<file path="src/rtl/riscv_pkg.sv">
// -----------------------------------------------------------------------------
// riscv_pkg
// Shared constants for the M-extension multiply/divide unit:
//   - funct3 codes selecting MUL..REMU
//   - FSM state encoding of alu_muldiv
// -----------------------------------------------------------------------------
package riscv_pkg;

    localparam logic [2:0] F3_MUL    = 3'b000;
    localparam logic [2:0] F3_MULH   = 3'b001;
    localparam logic [2:0] F3_MULHSU = 3'b010;
    localparam logic [2:0] F3_MULHU  = 3'b011;
    localparam logic [2:0] F3_DIV    = 3'b100;
    localparam logic [2:0] F3_DIVU   = 3'b101;
    localparam logic [2:0] F3_REM    = 3'b110;
    localparam logic [2:0] F3_REMU   = 3'b111;

    localparam logic [1:0] ST_IDLE  = 2'd0;
    localparam logic [1:0] ST_CALC  = 2'd1;
    localparam logic [1:0] ST_FIXUP = 2'd2;
    localparam logic [1:0] ST_DONE  = 2'd3;

    // funct3[2] set means a divide/remainder operation
    function automatic logic is_div_op(input logic [2:0] sel);
        return sel[2];
    endfunction

endpackage

</file>
<file path="src/rtl/alu_muldiv.sv">
// -----------------------------------------------------------------------------
// alu_muldiv
// Iterative RV32M/RV64M multiply/divide unit, one bit per cycle.
//
// state | meaning
// ------+---------------------------------------------------------------
// IDLE  | ready for a new operation (out_ready = 1)
// CALC  | XLEN shift-add (multiply) or restoring-subtract (divide) steps
// FIXUP | sign correction and high/low word selection
// DONE  | result held on out_data with out_valid = 1 until in_ready
//
// Ports:
//   in_clk, in_rst_n        clock, async active-low reset
//   in_valid / out_ready    operation request handshake
//   in_select               funct3 (MUL..REMU)
//   in_data1, in_data2      rs1, rs2
//   in_kill                 abort in-flight op / block acceptance
//   out_valid / in_ready    result handshake
//   out_data                result
// -----------------------------------------------------------------------------
module alu_muldiv
    import riscv_pkg::*;
#(
    parameter int XLEN = 32
) (
    input  logic            in_clk,
    input  logic            in_rst_n,
    input  logic            in_valid,
    output logic            out_ready,
    input  logic [2:0]      in_select,
    input  logic [XLEN-1:0] in_data1,
    input  logic [XLEN-1:0] in_data2,
    input  logic            in_kill,
    output logic            out_valid,
    input  logic            in_ready,
    output logic [XLEN-1:0] out_data
);

    localparam int CW = $clog2(XLEN + 1);
    localparam logic [XLEN-1:0] MOST_NEG = {1'b1, {(XLEN-1){1'b0}}};

    logic [1:0]        r_state;
    logic [2*XLEN-1:0] r_acc;
    logic [XLEN-1:0]   r_op;
    logic [CW-1:0]     r_cnt;
    logic [2:0]        r_sel;
    logic              r_neg_q;
    logic              r_neg_r;
    logic              r_valid;
    logic [XLEN-1:0]   r_data;

    // ---------------------------------------------------------------- capture
    logic            w_s1_signed;
    logic            w_s2_signed;
    logic            w_neg1;
    logic            w_neg2;
    logic [XLEN-1:0] w_mag1;
    logic [XLEN-1:0] w_mag2;
    logic            w_accept;
    logic            w_div0;
    logic            w_ovf;
    logic            w_special;
    logic [XLEN-1:0] w_special_data;

    always_comb begin
        w_s1_signed = 1'b0;
        w_s2_signed = 1'b0;
        case (in_select)
            F3_MUL:    begin w_s1_signed = 1'b0; w_s2_signed = 1'b0; end
            F3_MULH:   begin w_s1_signed = 1'b1; w_s2_signed = 1'b1; end
            F3_MULHSU: begin w_s1_signed = 1'b1; w_s2_signed = 1'b0; end
            F3_MULHU:  begin w_s1_signed = 1'b0; w_s2_signed = 1'b0; end
            F3_DIV:    begin w_s1_signed = 1'b1; w_s2_signed = 1'b1; end
            F3_DIVU:   begin w_s1_signed = 1'b0; w_s2_signed = 1'b0; end
            F3_REM:    begin w_s1_signed = 1'b1; w_s2_signed = 1'b1; end
            F3_REMU:   begin w_s1_signed = 1'b0; w_s2_signed = 1'b0; end
            default:   begin w_s1_signed = 1'b0; w_s2_signed = 1'b0; end
        endcase
    end

    assign w_neg1   = w_s1_signed & in_data1[XLEN-1];
    assign w_neg2   = w_s2_signed & in_data2[XLEN-1];
    // MOST_NEG maps to itself, which is the correct unsigned magnitude
    assign w_mag1   = w_neg1 ? (~in_data1 + 1'b1) : in_data1;
    assign w_mag2   = w_neg2 ? (~in_data2 + 1'b1) : in_data2;
    assign w_accept = in_valid & out_ready & ~in_kill;

    assign w_div0    = is_div_op(in_select) & (in_data2 == '0);
    assign w_ovf     = ((in_select == F3_DIV) || (in_select == F3_REM))
                       & (in_data1 == MOST_NEG) & (in_data2 == '1);
    assign w_special = w_div0 | w_ovf;

    always_comb begin
        w_special_data = '0;
        if (in_select[1]) begin
            // REM/REMU: divide by zero returns the dividend, overflow returns 0
            w_special_data = w_div0 ? in_data1 : '0;
        end else begin
            w_special_data = w_div0 ? '1 : MOST_NEG;
        end
    end

    // ---------------------------------------------------------------- iterate
    // Multiply: add multiplicand into the high half when the low bit is set,
    // then shift the whole accumulator right, carry included.
    logic [XLEN:0]     w_mul_sum;
    logic [2*XLEN-1:0] w_mul_next;
    assign w_mul_sum  = {1'b0, r_acc[2*XLEN-1:XLEN]} + (r_acc[0] ? {1'b0, r_op} : '0);
    assign w_mul_next = {w_mul_sum, r_acc[XLEN-1:1]};

    // Divide: shift left, trial-subtract the divisor from the partial
    // remainder, and shift in a 1 as quotient bit when it fits.
    logic [XLEN:0]     w_div_hi;
    logic [XLEN:0]     w_div_diff;
    logic [2*XLEN-1:0] w_div_next;
    assign w_div_hi   = r_acc[2*XLEN-1:XLEN-1];
    assign w_div_diff = w_div_hi - {1'b0, r_op};
    assign w_div_next = w_div_diff[XLEN] ? {r_acc[2*XLEN-2:0], 1'b0}
                                         : {w_div_diff[XLEN-1:0], r_acc[XLEN-2:0], 1'b1};

    // ---------------------------------------------------------------- fixup
    logic [2*XLEN-1:0] w_prod;
    logic [XLEN-1:0]   w_quo;
    logic [XLEN-1:0]   w_rem;
    logic [XLEN-1:0]   w_result;

    assign w_prod = r_neg_q ? (~r_acc + 1'b1) : r_acc;
    assign w_quo  = r_neg_q ? (~r_acc[XLEN-1:0] + 1'b1) : r_acc[XLEN-1:0];
    assign w_rem  = r_neg_r ? (~r_acc[2*XLEN-1:XLEN] + 1'b1) : r_acc[2*XLEN-1:XLEN];

    always_comb begin
        w_result = '0;
        case (r_sel)
            F3_MUL:                       w_result = w_prod[XLEN-1:0];
            F3_MULH, F3_MULHSU, F3_MULHU: w_result = w_prod[2*XLEN-1:XLEN];
            F3_DIV, F3_DIVU:              w_result = w_quo;
            F3_REM, F3_REMU:              w_result = w_rem;
            default:                      w_result = '0;
        endcase
    end

    // ---------------------------------------------------------------- FSM
    always_ff @(posedge in_clk or negedge in_rst_n) begin
        if (!in_rst_n) begin
            r_state <= ST_IDLE;
            r_acc   <= '0;
            r_op    <= '0;
            r_cnt   <= '0;
            r_sel   <= '0;
            r_neg_q <= 1'b0;
            r_neg_r <= 1'b0;
            r_valid <= 1'b0;
            r_data  <= '0;
        end else begin
            case (r_state)
                ST_IDLE: begin
                    if (w_accept) begin
                        r_sel   <= in_select;
                        r_neg_q <= w_neg1 ^ w_neg2;
                        r_neg_r <= w_neg1;
                        if (w_special) begin
                            r_data  <= w_special_data;
                            r_valid <= 1'b1;
                            r_state <= ST_DONE;
                        end else begin
                            // multiply keeps the multiplier in the accumulator
                            // and the multiplicand in r_op; divide keeps the
                            // dividend in the accumulator and the divisor in r_op
                            r_acc   <= {{XLEN{1'b0}}, is_div_op(in_select) ? w_mag1 : w_mag2};
                            r_op    <= is_div_op(in_select) ? w_mag2 : w_mag1;
                            r_cnt   <= CW'(XLEN);
                            r_state <= ST_CALC;
                        end
                    end
                end
                ST_CALC: begin
                    if (in_kill) begin
                        r_state <= ST_IDLE;
                    end else begin
                        r_acc <= is_div_op(r_sel) ? w_div_next : w_mul_next;
                        r_cnt <= r_cnt - CW'(1);
                        if (r_cnt == CW'(1)) begin
                            r_state <= ST_FIXUP;
                        end
                    end
                end
                ST_FIXUP: begin
                    if (in_kill) begin
                        r_state <= ST_IDLE;
                    end else begin
                        r_data  <= w_result;
                        r_valid <= 1'b1;
                        r_state <= ST_DONE;
                    end
                end
                ST_DONE: begin
                    if (in_kill || in_ready) begin
                        r_valid <= 1'b0;
                        r_state <= ST_IDLE;
                    end
                end
                default: begin
                    r_valid <= 1'b0;
                    r_state <= ST_IDLE;
                end
            endcase
        end
    end

    assign out_ready = (r_state == ST_IDLE);
    assign out_valid = r_valid;
    assign out_data  = r_data;

endmodule

</file>
<file path="config.mk">
export PLATFORM = sky130hd
export DESIGN_NAME = alu_muldiv
export DESIGN_NICKNAME = d
export VERILOG_FILES = /design/src/rtl/riscv_pkg.sv /design/src/rtl/alu_muldiv.sv
export SDC_FILE = /design/constraint.sdc
export NUM_CORES = 1
export LEC_CHECK = 0
export CORE_AREA = 2 2 160 162
export DETAILED_ROUTE_END_ITERATION = 8
export DIE_AREA = 0 0 162 164
export PLACE_DENSITY = 0.84
export SYNTH_ARGS = -nofsm -noshare
export SYNTH_HDL_FRONTEND = slang
export SYNTH_SLANG_ARGS = --single-unit
</file>
<file path="constraint.sdc">
create_clock -name in_clk -period 9.9 [get_ports in_clk]
set_clock_uncertainty 0.15 [all_clocks]
set_input_delay 0.99 -clock in_clk [delete_from_list [all_inputs] [get_ports in_clk]]
set_output_delay 0.99 -clock in_clk [all_outputs]
set_load 0.02 [all_outputs]
</file>
==> impl_table.tex <==
\begin{tabular}{lr}
\hline
Metric & Value \\
\hline
\multicolumn{2}{l}{\textbf{Yosys}} \\
\quad Share of synthesized flip-flops with an asynchronous set or reset & 1.00 \\
\quad Synthesized Nets & 2,115 \\
\quad Syn Inst Count & 1,969 \\
\quad Number of distinct library cells after synthesis & 78 \\
\quad Register area share after synthesis & 0.241 \\
\quad Register bit total from synthesis & 142 \\
\quad Total of warnings raised by yosys & 0 \\
\quad Summed instance area of the synthesized netlist & 14,700 sq um \\
\quad Main synth FF type & sky130\_fd\_sc\_hd\_\_dfrtp\_1 \\
\quad Count of flip-flops with a built-in enable after synthesis & 0 \\
\quad Mean cell area of the mapped netlist & 7.49 sq um \\
\multicolumn{2}{l}{\textbf{Clock network}} \\
\quad Clock transition at the register clock pins on the worst setup and hold paths after CTS & 70 ps \\
\quad Clk Latency, worst-skew pair & 450 ps \\
\quad Clock Tree Root & sky130\_fd\_sc\_hd\_\_clkbuf\_16 \\
\quad CTS tree & done \\
\quad Clock net sink count & 142 \\
\quad Number of levels in the clock H-tree & 4 \\
\quad TritonCTS buffer count & 17 \\
\quad Number of setup buffers added after CTS & 0 \\
\quad Hold buffer count at cts & 0 \\
\quad \# resized after CTS & 0 \\
\quad Largest buffer count on any clock path & 2 \\
\multicolumn{2}{l}{\textbf{GRT}} \\
\quad Total Routing Usage GR & 0.409 \\
\quad Number of antenna violations at the first check in global routing & 3 \\
\quad First-pass GRT wire length & 84,000 um \\
\quad Largest net degree at the start of global routing & 105 \\
\quad Gr ovfl total & 0 \\
\quad Via count of the first global-routing pass & 14,500 \\
\multicolumn{2}{l}{\textbf{Placement}} \\
\quad Placed cell area & 15,900 sq um \\
\quad Gpl congestion & 1.00 \\
\quad Total placed cells including tap cells & 2,296 \\
\quad \# port buffers & 105 \\
\quad Detail Placement HPWL & 41,600 um \\
\multicolumn{2}{l}{\textbf{Floorplanning}} \\
\quad Chip width & 162 um \\
\quad Area of the placeable core & 24,800 sq um \\
\quad \# IOs & 106 \\
\quad Effective utilization at floorplan & 0.594 \\
\quad Total number of placement rows & 58 \\
\quad Chip Height & 164 um \\
\quad Area of the die & 26,600 sq um \\
\multicolumn{2}{l}{\textbf{Final layout}} \\
\quad Final core area utilization & 0.664 \\
\quad Antenna cells & 0 \\
\quad Number of standard cells in the layout, taps in and fillers out & 2,328 \\
\quad Growth of design area from synthesis to finish & 11.8\% \\
\quad Fraction of final layout cells with drive strength greater than 1 & 0.0536 \\
\quad Top library cells by usage in the layout, fill and taps aside & sky130\_fd\_sc\_hd\_\_nor2\_1 (245), sky130\_fd\_sc\_hd\_\_a21oi\_1 (219), sky130\_fd\_sc\_hd\_\_o21ai\_0 (175) \\
\quad Layout Cell Area excl Fill & 16,500 sq um \\
\quad Final net count & 2,131 \\
\quad Most frequent standard cell in the layout excluding fill and tap cells & sky130\_fd\_sc\_hd\_\_nor2\_1 \\
\quad Layout filler cell count & 2,234 \\
\multicolumn{2}{l}{\textbf{Drt}} \\
\quad Total routed wirelength & 54,500 um \\
\quad WL per Instance & 23.4 um \\
\quad ANT nets after route & 0 \\
\quad First-pass detailed-route iteration total & 6 \\
\quad Vias & 15,900 \\
\quad Detailed Route Iter0 Violations & 2,362 \\
\quad Post-route DRC violation count & 0 \\
\quad Detailed-route vias per instance & 6.83 \\
\multicolumn{2}{l}{\textbf{Setup path}} \\
\quad Launch instance of the worst register-to-register path & r\_acc[0] \\
\quad Worst-path maximum fanout & 58 \\
\quad WP data required & 10,020 ps \\
\quad Cell count of the worst reg-to-reg path & 13 \\
\quad Type of the setup path with the least slack & input port to flop \\
\quad Worst reg2reg setup slack & 5410 ps \\
\quad CP startpoint kind & input port \\
\quad Crit end category & flop \\
\quad Arrival time at the worst endpoint & 5030 ps \\
\quad Critical R2R Capture & r\_acc[62] \\
\multicolumn{2}{l}{\textbf{Hold path}} \\
\quad Startpoint of the worst hold path & r\_op[8] \\
\quad Hold Path Class & flop to flop \\
\quad Worst Hold Path EP & r\_op[8] \\
\quad Cell depth of the worst hold path & 2 \\
\multicolumn{2}{l}{\textbf{STA}} \\
\quad Max Fclk & 0.204 GHz \\
\quad Final period utilization & 0.495 \\
\quad Total negative setup slack & 0 ps \\
\quad Count of final hold-check violations & 0 \\
\quad Measured slew at the worst slew-check pin & 1120 ps \\
\quad Final Slew Violations & 0 \\
\quad Setup repair after global routing missed its margin & false \\
\quad Worst-case headroom to the max-slew limit & 0.256 \\
\quad Crit path time final & 4900 ps \\
\quad Final Setup Violations & 0 \\
\multicolumn{2}{l}{\textbf{Power and ir drop}} \\
\quad Power per cell area & 313 nW/um\^{}2 \\
\quad Cell leakage power & 0.00699 uW \\
\quad Total power of the final layout & 5170 uW \\
\quad VDD IR-drop max & 154 uV \\
\multicolumn{2}{l}{\textbf{Job}} \\
\quad Number of maximum-capacitance constraint violations & 0 \\
\multicolumn{2}{l}{\textbf{Outcome}} \\
\quad Outcome & finished, final reports clean \\
\hline
\end{tabular}
logic make-up after synthesis:
family	Yosys count	share of synthesized area
compound gates	634	0.258
simple gates	616	0.193
buf+inv	208	0.0563
xor+xnor	175	0.104
flops	142	0.241
mux	120	0.0837
fa+ha+maj	74	0.0638
layout make-up:
| cell class | instances | area, sq um | share of cell area |
|---|---|---|---|
| clock buffer | 17 | 425 | 0.0258 |
| clock inverter | 15 | 189 | 0.0115 |
| inverter | 79 | 297 | 0.0180 |
| multi-input combinational | 1619 | 10400 | 0.631 |
| sequential | 142 | 3550 | 0.216 |
| tap | 330 | 413 | 0.0251 |
| timing repair buffer | 126 | 1210 | 0.0733 |
through the flow:
step	hold WS (ps)	worst slack (ps)
after global routing	368	4700
after CTS	338	5090
after global placement	313	4770
after detailed placement	324	4640
after floorplan	300	5960
final	339	5000
cell usage after synthesis, drive strengths merged, types with 5 or more instances:
cell    count  area, sq um
clkbuf     95          357
nand3      22          110
o22ai      24          150
xnor2     101          885
nor4       19          131
nand2     166          623
a21o       33          248
dfrtp     142         3550
a22oi      17          128
nor2      246          923
o221ai     15          131
o21bai      9         67.6
ha         72          901
a221oi      5         43.8
or3        25          156
and2       12         75.1
mux2       23          263
nor2b       7         43.8
buf        34          178
o41ai       8         70.1
inv        78          293
mux2i      97          971
and3        9         56.3
or2        15         93.8
xor2       74          648
o31ai      19          143
nand2b     12         75.1
a211oi     15          113
or4        17          135
o211ai     11         82.6
nand4      21          131
a21oi     220         1100
nor3       31          165
o21ai     186          931
o21a        7         52.6
a31oi      16          100
a311oi      5         43.8
state kept, by name, indices dropped and copies added, names as in the netlist, 2 cells and up:
name,cells
r_sel,3
r_acc,64
r_state,2
r_cnt,6
out_data,32
r_op,32
worst max-delay path, stage by stage:
cell and delay, ps:
sky130_fd_sc_hd__clkdlybuf4s50_1 480, sky130_fd_sc_hd__or4_1 640, sky130_fd_sc_hd__nor4_2 350, sky130_fd_sc_hd__nand4_1 230
sky130_fd_sc_hd__or3_1 430, sky130_fd_sc_hd__a2bb2o_1 320, sky130_fd_sc_hd__a21oi_1 150, sky130_fd_sc_hd__nor3_4 130
sky130_fd_sc_hd__buf_4 520, sky130_fd_sc_hd__nand2_1 390, sky130_fd_sc_hd__a211oi_1 270, sky130_fd_sc_hd__a311oi_1 80
how the worst max path moves through the flow:
stage | start | to | slack, ps | cells after the start
detailed placement | in_data2[11] | out_data[30] | 4640 | 12
global route | in_data2[12] | out_data[19] | 4700 | 12
CTS | in_data2[11] | out_data[30] | 5090 | 12
global placement | in_data2[11] | out_data[30] | 4770 | 12
finish | in_data2[11] | out_data[30] | 5000 | 12
floorplan | in_data2[11] | r_op[24] | 5960 | 11
power by group:
part	internal (uW)	switching [uW]	total [uW]	leakage (uW)
clock	345	327	672	0.000299
combinational	1300	1920	3220	0.00493
sequential	813	462	1270	0.00175
per-layer routing:
layer / GRT usage / vias to the layer above / share of wire
met2: 0.625 / 1124 / 0.43
met3: 0.104 / 221 / 0.13
met1: 0.542 / 7420 / 0.39
met5: 0 / - / 0.00064
met4: 0.192 / 6 / 0.056
li1: - / 7122 / -
No activity file was read; power rests on OpenSTA's default activity.
